## config.mk

```make
export PLATFORM = sky130hd
export DESIGN_NAME = adder_arbiter
export DESIGN_NICKNAME = d
export VERILOG_FILES = /design/src/rtl/adder_arbiter.sv
export SDC_FILE = /design/constraint.sdc
export NUM_CORES = 1
export LEC_CHECK = 0
export ABC_CLOCK_PERIOD_IN_PS = 3700
export BUFFER_PORTS_ARGS = -buffer_cell sky130_fd_sc_hd__buf_2
export CAP_MARGIN = 25
export CELL_PAD_IN_SITES_DETAIL_PLACEMENT = 1
export CELL_PAD_IN_SITES_GLOBAL_PLACEMENT = 2
export CORE_ASPECT_RATIO = 0.5
export CORE_MARGIN = 3
export CORE_UTILIZATION = 24
export DETAILED_ROUTE_END_ITERATION = 8
export PLACE_DENSITY_LB_ADDON = 0.3
export SETUP_SLACK_MARGIN = 0.3
export SYNTH_ARGS = -nofsm -noshare
export SYNTH_HDL_FRONTEND = slang
export SYNTH_SLANG_ARGS = --single-unit
```

## constraint.sdc

```tcl
create_clock -name clk -period 3.7 [get_ports clk]
set_clock_uncertainty 0.1 [all_clocks]
set_input_delay 0.37 -clock clk [delete_from_list [all_inputs] [get_ports clk]]
set_output_delay 0.37 -clock clk [all_outputs]
set_load 0.01 [all_outputs]
```

## src/rtl/adder_arbiter.sv

```systemverilog
// Round-robin front end that shares one 8-bit adder between NUM_REQ requesters.
// A request is granted in IDLE. The operands are captured at the grant. The adder
// result is registered in CALC. DONE raises a one-cycle done pulse to the winner.
// Only one addition is in flight at a time.
module adder_arbiter #(
  parameter int unsigned NUM_REQ = 4
) (
  input  logic                   clk,
  input  logic                   reset,
  input  logic [NUM_REQ-1:0]     req,
  input  logic [8*NUM_REQ-1:0]   op_a,
  input  logic [8*NUM_REQ-1:0]   op_b,
  output logic [NUM_REQ-1:0]     gnt,
  output logic [NUM_REQ-1:0]     done,
  output logic [7:0]             sum,
  output logic                   ov,
  output logic                   busy
);

  localparam int unsigned IdxW = (NUM_REQ > 1) ? $clog2(NUM_REQ) : 1;

  typedef enum logic [1:0] {
    StIdle,
    StCalc,
    StDone
  } state_e;

  state_e          state_q, state_d;
  logic [IdxW-1:0] rr_ptr_q, rr_ptr_d;
  logic [IdxW-1:0] gnt_idx_q, gnt_idx_d;
  logic [IdxW-1:0] sel_idx;
  logic            sel_found;
  logic            latch_ops;
  logic [7:0]      opa_q, opb_q;
  logic [7:0]      sum_q;
  logic            ov_q;
  logic [8:0]      add_res;

  // Ripple-carry 8-bit adder. Returns {carry_out, sum}.
  function automatic logic [8:0] add8(input logic [7:0] a, input logic [7:0] b);
    logic [7:0] s;
    logic       c;
    c = 1'b0;
    for (int unsigned i = 0; i < 8; i++) begin
      s[i] = a[i] ^ b[i] ^ c;
      c    = (a[i] & b[i]) | (a[i] & c) | (b[i] & c);
    end
    return {c, s};
  endfunction

  // Round-robin pick. The scan starts at ptr+1 and wraps modulo NUM_REQ.
  // The loop walks from the farthest candidate to the nearest one, so the
  // nearest set request is the last to overwrite the result and wins.
  function automatic logic [IdxW:0] rr_pick(input logic [NUM_REQ-1:0] r,
                                            input logic [IdxW-1:0]    ptr);
    logic [IdxW:0] res;
    int unsigned   cand;
    res = '0;
    for (int unsigned k = NUM_REQ; k >= 1; k--) begin
      cand = (32'(ptr) + k) % NUM_REQ;
      if (r[IdxW'(cand)]) begin
        res = {1'b1, IdxW'(cand)};
      end
    end
    return res;
  endfunction

  // Pick the next requester after the last winner.
  always_comb begin
    {sel_found, sel_idx} = rr_pick(req, rr_ptr_q);
  end

  // Next-state logic. A grant is only taken from IDLE.
  always_comb begin
    state_d   = state_q;
    rr_ptr_d  = rr_ptr_q;
    gnt_idx_d = gnt_idx_q;
    latch_ops = 1'b0;
    unique case (state_q)
      StIdle: begin
        if (sel_found) begin
          state_d   = StCalc;
          rr_ptr_d  = sel_idx;
          gnt_idx_d = sel_idx;
          latch_ops = 1'b1;
        end
      end
      StCalc:  state_d = StDone;
      StDone:  state_d = StIdle;
      default: state_d = StIdle;
    endcase
  end

  // State, round-robin pointer and winner index.
  always_ff @(posedge clk) begin
    if (reset) begin
      state_q   <= StIdle;
      rr_ptr_q  <= IdxW'(NUM_REQ - 1);
      gnt_idx_q <= '0;
    end else begin
      state_q   <= state_d;
      rr_ptr_q  <= rr_ptr_d;
      gnt_idx_q <= gnt_idx_d;
    end
  end

  // Capture the winner's operands at grant time.
  // Later changes on the operand bus cannot affect the addition in flight.
  always_ff @(posedge clk) begin
    if (reset) begin
      opa_q <= '0;
      opb_q <= '0;
    end else if (latch_ops) begin
      opa_q <= op_a[8*sel_idx +: 8];
      opb_q <= op_b[8*sel_idx +: 8];
    end
  end

  // The adder only ever sees the captured operands.
  always_comb begin
    add_res = add8(opa_q, opb_q);
  end

  // Register the result at the end of CALC. It holds until the next CALC completes.
  always_ff @(posedge clk) begin
    if (reset) begin
      sum_q <= '0;
      ov_q  <= 1'b0;
    end else if (state_q == StCalc) begin
      sum_q <= add_res[7:0];
      ov_q  <= add_res[8];
    end
  end

  // Decode the one-hot grant and done outputs from the state and the winner index.
  always_comb begin
    gnt  = '0;
    done = '0;
    if (state_q != StIdle) begin
      gnt[gnt_idx_q] = 1'b1;
    end
    if (state_q == StDone) begin
      done[gnt_idx_q] = 1'b1;
    end
  end

  assign busy = (state_q != StIdle);
  assign sum  = sum_q;
  assign ov   = ov_q;

endmodule

```

# Yosys cells after proc, flatten, opt, wreduce, memory -nomap -nowiden
# Index checks and enable logic that the tools add are counted.
[op_classes] addsub=4 order_cmp=6 n_eq_ne=3 shifts=2 mux=20 bitwise=51 reduce_logical=4
[ops] cell="$shiftx A32 B6 Y8" count=2
[ops] cell="$and A1 B1 Y1" count=22
[ops] cell="$lt A2 B3 Y1 const B" count=5
[ops] cell="$xor A1 B1 Y1" count=15
[ops] cell="$or A1 B1 Y1" count=14
[ops] cell="$mux W3" count=4
[ops] cell="$bmux W1 S2" count=4
[ops] cell="$mux W4" count=2
[ops] cell="$mux W1" count=7
[ops] cell="$add A2 B1 Y2 const B" count=2
[ops] cell="$add A2 B2 Y2 const B" count=2
[ops] cell="$pmux W2 S2" count=1
[ops] cell="$demux W1 S2" count=1
[ops] cell="$eq A2 B1 Y1 const B" count=1
[ops] cell="$eq A2 B2 Y1 const B" count=1
[ops] cell="$ge A2 B1 Y1 const B" count=1
[ops] cell="$logic_not A2 Y1" count=1
[ops] cell="$mux W2" count=1
[ops] cell="$ne A2 B2 Y1 const B" count=1
[ops] cell="$reduce_and A2 Y1" count=1
[ops] cell="$reduce_bool A2 Y1" count=1
[ops] cell="$logic_and A1 B1 Y1" count=1
[word_totals] reg_bits=31 inputBits=70 out_inout_bits=18 wordCells=97

# Longest topological paths before layout
[depth] depth_word=22 ltp_mapped=10 depth_no_buf=10

# Worst setup path before layout
# No wires, ideal clock.
[synth_timing] kind="register to register" from="register opa_q[0]" to="register sum_q[7], in the netlist sum[7]" setup_time_ps=86 arrival_ps=3381 required_time_ps=3514 setup_slack_ps=134 path_stages_with_launch=11 n_path_buf=0 period_less_slack_ps=3566 cell_sequence="dfxtp_1 > ha_1 > fa_1 > fa_1 > fa_1 > fa_1 > fa_1 > fa_1 > inv_1 > fa_1 > a211oi_1"
[synth_between] elab_chain_len=20 elab_cells_between_ends=26 cone_classes="bitwise: 26"
[synth_rtl] item="from (decl)" line_no="34" text="logic [7:0] opa_q, opb_q;"
[synth_rtl] item="from (signal assigned)" line_no="114" text="opa_q <= op_a[8*sel_idx +: 8];"
[synth_rtl] item="$and A1 B1 Y1 (*)" line_no="46" text="c = (a[i] & b[i]) | (a[i] & c) | (b[i] & c);"
[synth_rtl] item="$and A1 B1 Y1" line_no="46"
[synth_rtl] item="$or A1 B1 Y1" line_no="46"
[synth_rtl] item="$or A1 B1 Y1 (*)" line_no="46"
[synth_rtl] item="$and A1 B1 Y1" line_no="46"
[synth_rtl] item="$or A1 B1 Y1" line_no="46"
[synth_rtl] item="$or A1 B1 Y1 (*)" line_no="46"
[synth_rtl] item="$and A1 B1 Y1" line_no="46"
[synth_rtl] item="[... 4 more ...]"
[synth_rtl] item="$or A1 B1 Y1 (*)" line_no="46"
[synth_rtl] item="$and A1 B1 Y1" line_no="46"
[synth_rtl] item="$or A1 B1 Y1" line_no="46"
[synth_rtl] item="$or A1 B1 Y1 (*)" line_no="46"
[synth_rtl] item="$and A1 B1 Y1" line_no="46"
[synth_rtl] item="$or A1 B1 Y1" line_no="46"
[synth_rtl] item="$or A1 B1 Y1 (*)" line_no="46"
[synth_rtl] item="$xor A1 B1 Y1 (*)" line_no="45" text="s[i] = a[i] ^ b[i] ^ c;"
[synth_rtl] item="to (signal assigned)" line_no="130" text="sum_q <= add_res[7:0];"
[synth_rtl] item="to (decl)" line_no="35" text="logic [7:0] sum_q;"
# Every way passes the cells marked *; elsewhere a longest branch is shown, timed or not.
# A chain may end at the register's enable or synchronous reset.

# Worst setup path after layout
# Same ends and word-level chain as after synthesis.

==> flow_summary.ini <==
[clock_tree]
cts_sinks = 31
worstSkewPairLatency_ns = 0.27
holdBufCountCts = 0
clk_pin_slew_ns = 0.05
cts-root-buf = clkbuf_16
cts_buffers = 5
htree_levels = 2
tritoncts = yes
max-clock-path-buffers = 2
post_cts_buffers = 0

[sta]
setup-tns-final_ns = 0
drv_slew = 0
period_share = 0.949
rsz0062_at_grt = true
timing.hold.ws_ns = 0.297
slew_headroom = 0.395
period_needed_ns = 3.51
fin_ws_ns = 0.190
setup_viol = 0
hold_viol = 0
worst_slew_pin_slew_ns = 0.907
fmax_ghz = 0.285

[critical_path]
critical_path_required_ns = 3.79
endpoint_kind = flip-flop
crit_buf_inv = 1
ff2ff_path_depth = 10
slowest_stage = fa_1
arrival_ns = 3.60
r2r_slack_ns = 0.19
cp_cell_sequence = ha_2 -> fa_2 -> fa_2 -> fa_2 -> fa_2 -> fa_2 -> fa_1 -> inv_1 -> fa_1 -> a211oi_2
timing.rr.start = opa_q[0]$_SDFFE_PP0P_
path_delay_family = adder cells
r2r_end = sum[7]$_SDFFE_PP0N_
critPathKind = flip-flop to flip-flop
max_stage_delay_ns = 0.43
cp_common_cell = fa_2
cp.depth = 10
cp_max_fo = 2
cp-start-kind = flip-flop

[placed_design]
pre_cts_slack_ns = 0.157
io_buffers = 87
dpl_cell_area_um2 = 2400
dp_hpwl_um = 4200
place_congestion = 0.726

[logic_synthesis]
synth_common_cells = mux2i_1 (33), dfxtp_1 (31), nand2_1 (21)
syn_area_um2 = 1910
synth_cell_types = 34
synth_seq_cells = 31
yosys.cell_count.top_type = mux2i_1
synth_flop_cell = dfxtp_1
ys.warnings.count = 0
netlist_top_cells_area = dfxtp_1 (32%), mux2i_1 (17%), o221ai_2 (8.6%)
avgSynthCellArea_um2 = 10.3
yosysSeqAreaShare = 0.324
syn_inst = 186
async_flop_share = 0
synth-edff-count = 0
synth_top_area_cell = dfxtp_1
synth_top_area_share = 0.324
synth_nets = 264

[layout]
drive_gt1_frac = 0.493
fill_cells = 921
syn2layout_area_growth_pct = 34.1
stdcell_area_um2 = 2570
multi_input_area_um2 = 1190
nets = 349
antenna_cells = 0
register_area_um2 = 621

[floorplanning]
dieHeight_um = 69.2
floorplan.initialDensity = 0.254
rows = 22
core_um2 = 7540
die_area_um2 = 9150
ios = 88
die_x_um = 132

[routing]
detail_route.iter0.violations = 62
dr_total_vias = 1663
drc = 0
ant_nets = 0
wirelength_um = 5130
avgViaCountPerCell = 4.38
routedWlPerCell_um = 13.5
drt_first_pass_iters = 4

[global_routing]
grt_pass1_vias = 1814
overflow = 0
grt_start_max_net_pins = 34
track_usage = 0.114
grt_pass1_wl_um = 8490
grt_antenna_before_repair = 0

[hold_path]
hp-start = op_a[4]
worstHoldPathCells = 3
hold_path_class = input pin to flip-flop
hold_end = opa_q[4]$_SDFFE_PP0P_

[outcome]
status = finished clean

[run]
max-cap-violations = 0

[power]
p_total_uw = 1180
ir_drop_v = 0.000164
leakage_uw = 0.00114
power_density_nw_per_um2 = 458
-- through the flow --
stage,utilization,cells
after floorplan,-,186
after global placement,0.319,372
after detailed placement,0.319,372
after CTS,0.339,380
after global routing,0.340,380
final,0.340,380
-- power breakdown --
group | total (µW) | switching, µW | internal [µW]
clock | 419 | 134 | 286
combinational | 327 | 170 | 157
sequential | 430 | 46.4 | 383
-- state kept, by name, indices dropped and copies added (netlist names) --
register	cells
rr_ptr_q	2
state_q	2
opb_q	8
gnt_idx_q	2
sum	8
opa_q	8
ov	1
-- worst max-delay path by stage --
| stage | start | end | slack [ns] |
|---|---|---|---|
| after global routing | opa_q[0]$_SDFFE_PP0P_ | sum[7]$_SDFFE_PP0N_ | 0.09 |
| final | opa_q[0]$_SDFFE_PP0P_ | sum[7]$_SDFFE_PP0N_ | 0.19 |
| after floorplan | opa_q[0]$_SDFFE_PP0P_ | sum[7]$_SDFFE_PP0N_ | 0.34 |
| after detailed placement | opa_q[0]$_SDFFE_PP0P_ | sum[7]$_SDFFE_PP0N_ | 0.16 |
| after global placement | opa_q[0]$_SDFFE_PP0P_ | sum[7]$_SDFFE_PP0N_ | 0.26 |
| after CTS | opa_q[0]$_SDFFE_PP0P_ | sum[7]$_SDFFE_PP0N_ | 0.15 |
-- logic make-up after synthesis --
| logic type | after synthesis | share of synthesized area |
|---|---|---|
| multiplexers | 33 | 0.173 |
| flip-flops | 31 | 0.324 |
| buffers and inverters | 16 | 0.0654 |
| adder cells (fa/ha/maj) | 8 | 0.0797 |
| AND/OR/NAND/NOR | 62 | 0.167 |
| AO/OA/AOI/OAI | 36 | 0.191 |
-- final cells by class --
cell class	count	area share
well taps	108	0.0527
flip-flops and latches	31	0.242
inverters	6	0.00878
multi-input cells	139	0.463
clock buffers	8	0.0609
repair buffers	88	0.173
-- layer usage --
metal	global-route usage	routed length [µm]
met2	0.191	2370
met5	0	0
met4	0.0276	25
met1	0.150	2510
met3	0.0262	228
-- worst min-delay path, stage by stage --
cell	delay, ns
buf_2	0.07
mux2i_1	0.07
o221ai_2	0.12
-- placed cells by master, fill, tap and decap left out, drive strengths merged --
cell     n
dfxtp   31
nor2    16
a31oi    1
nand3b   1
buf     88
a211oi   3
and2     1
a311oi   1
o221ai  16
or2      1
a211o    1
ha       1
mux2i   33
nor3     2
a21oi   10
o41ai    1
fa       7
clkbuf   8
o21ai    1
nor2b    2
o22ai    1
a21o     1
inv      6
nand2b   7
nand2   32
-- repair_timing --
item	4_1_cts	5_1_grt
endpoints found under the hold margin	0	0
resized for setup	0	2
setup endpoints to repair	1	1
pin swaps	0	1
(Power assumes the default switching activity.)
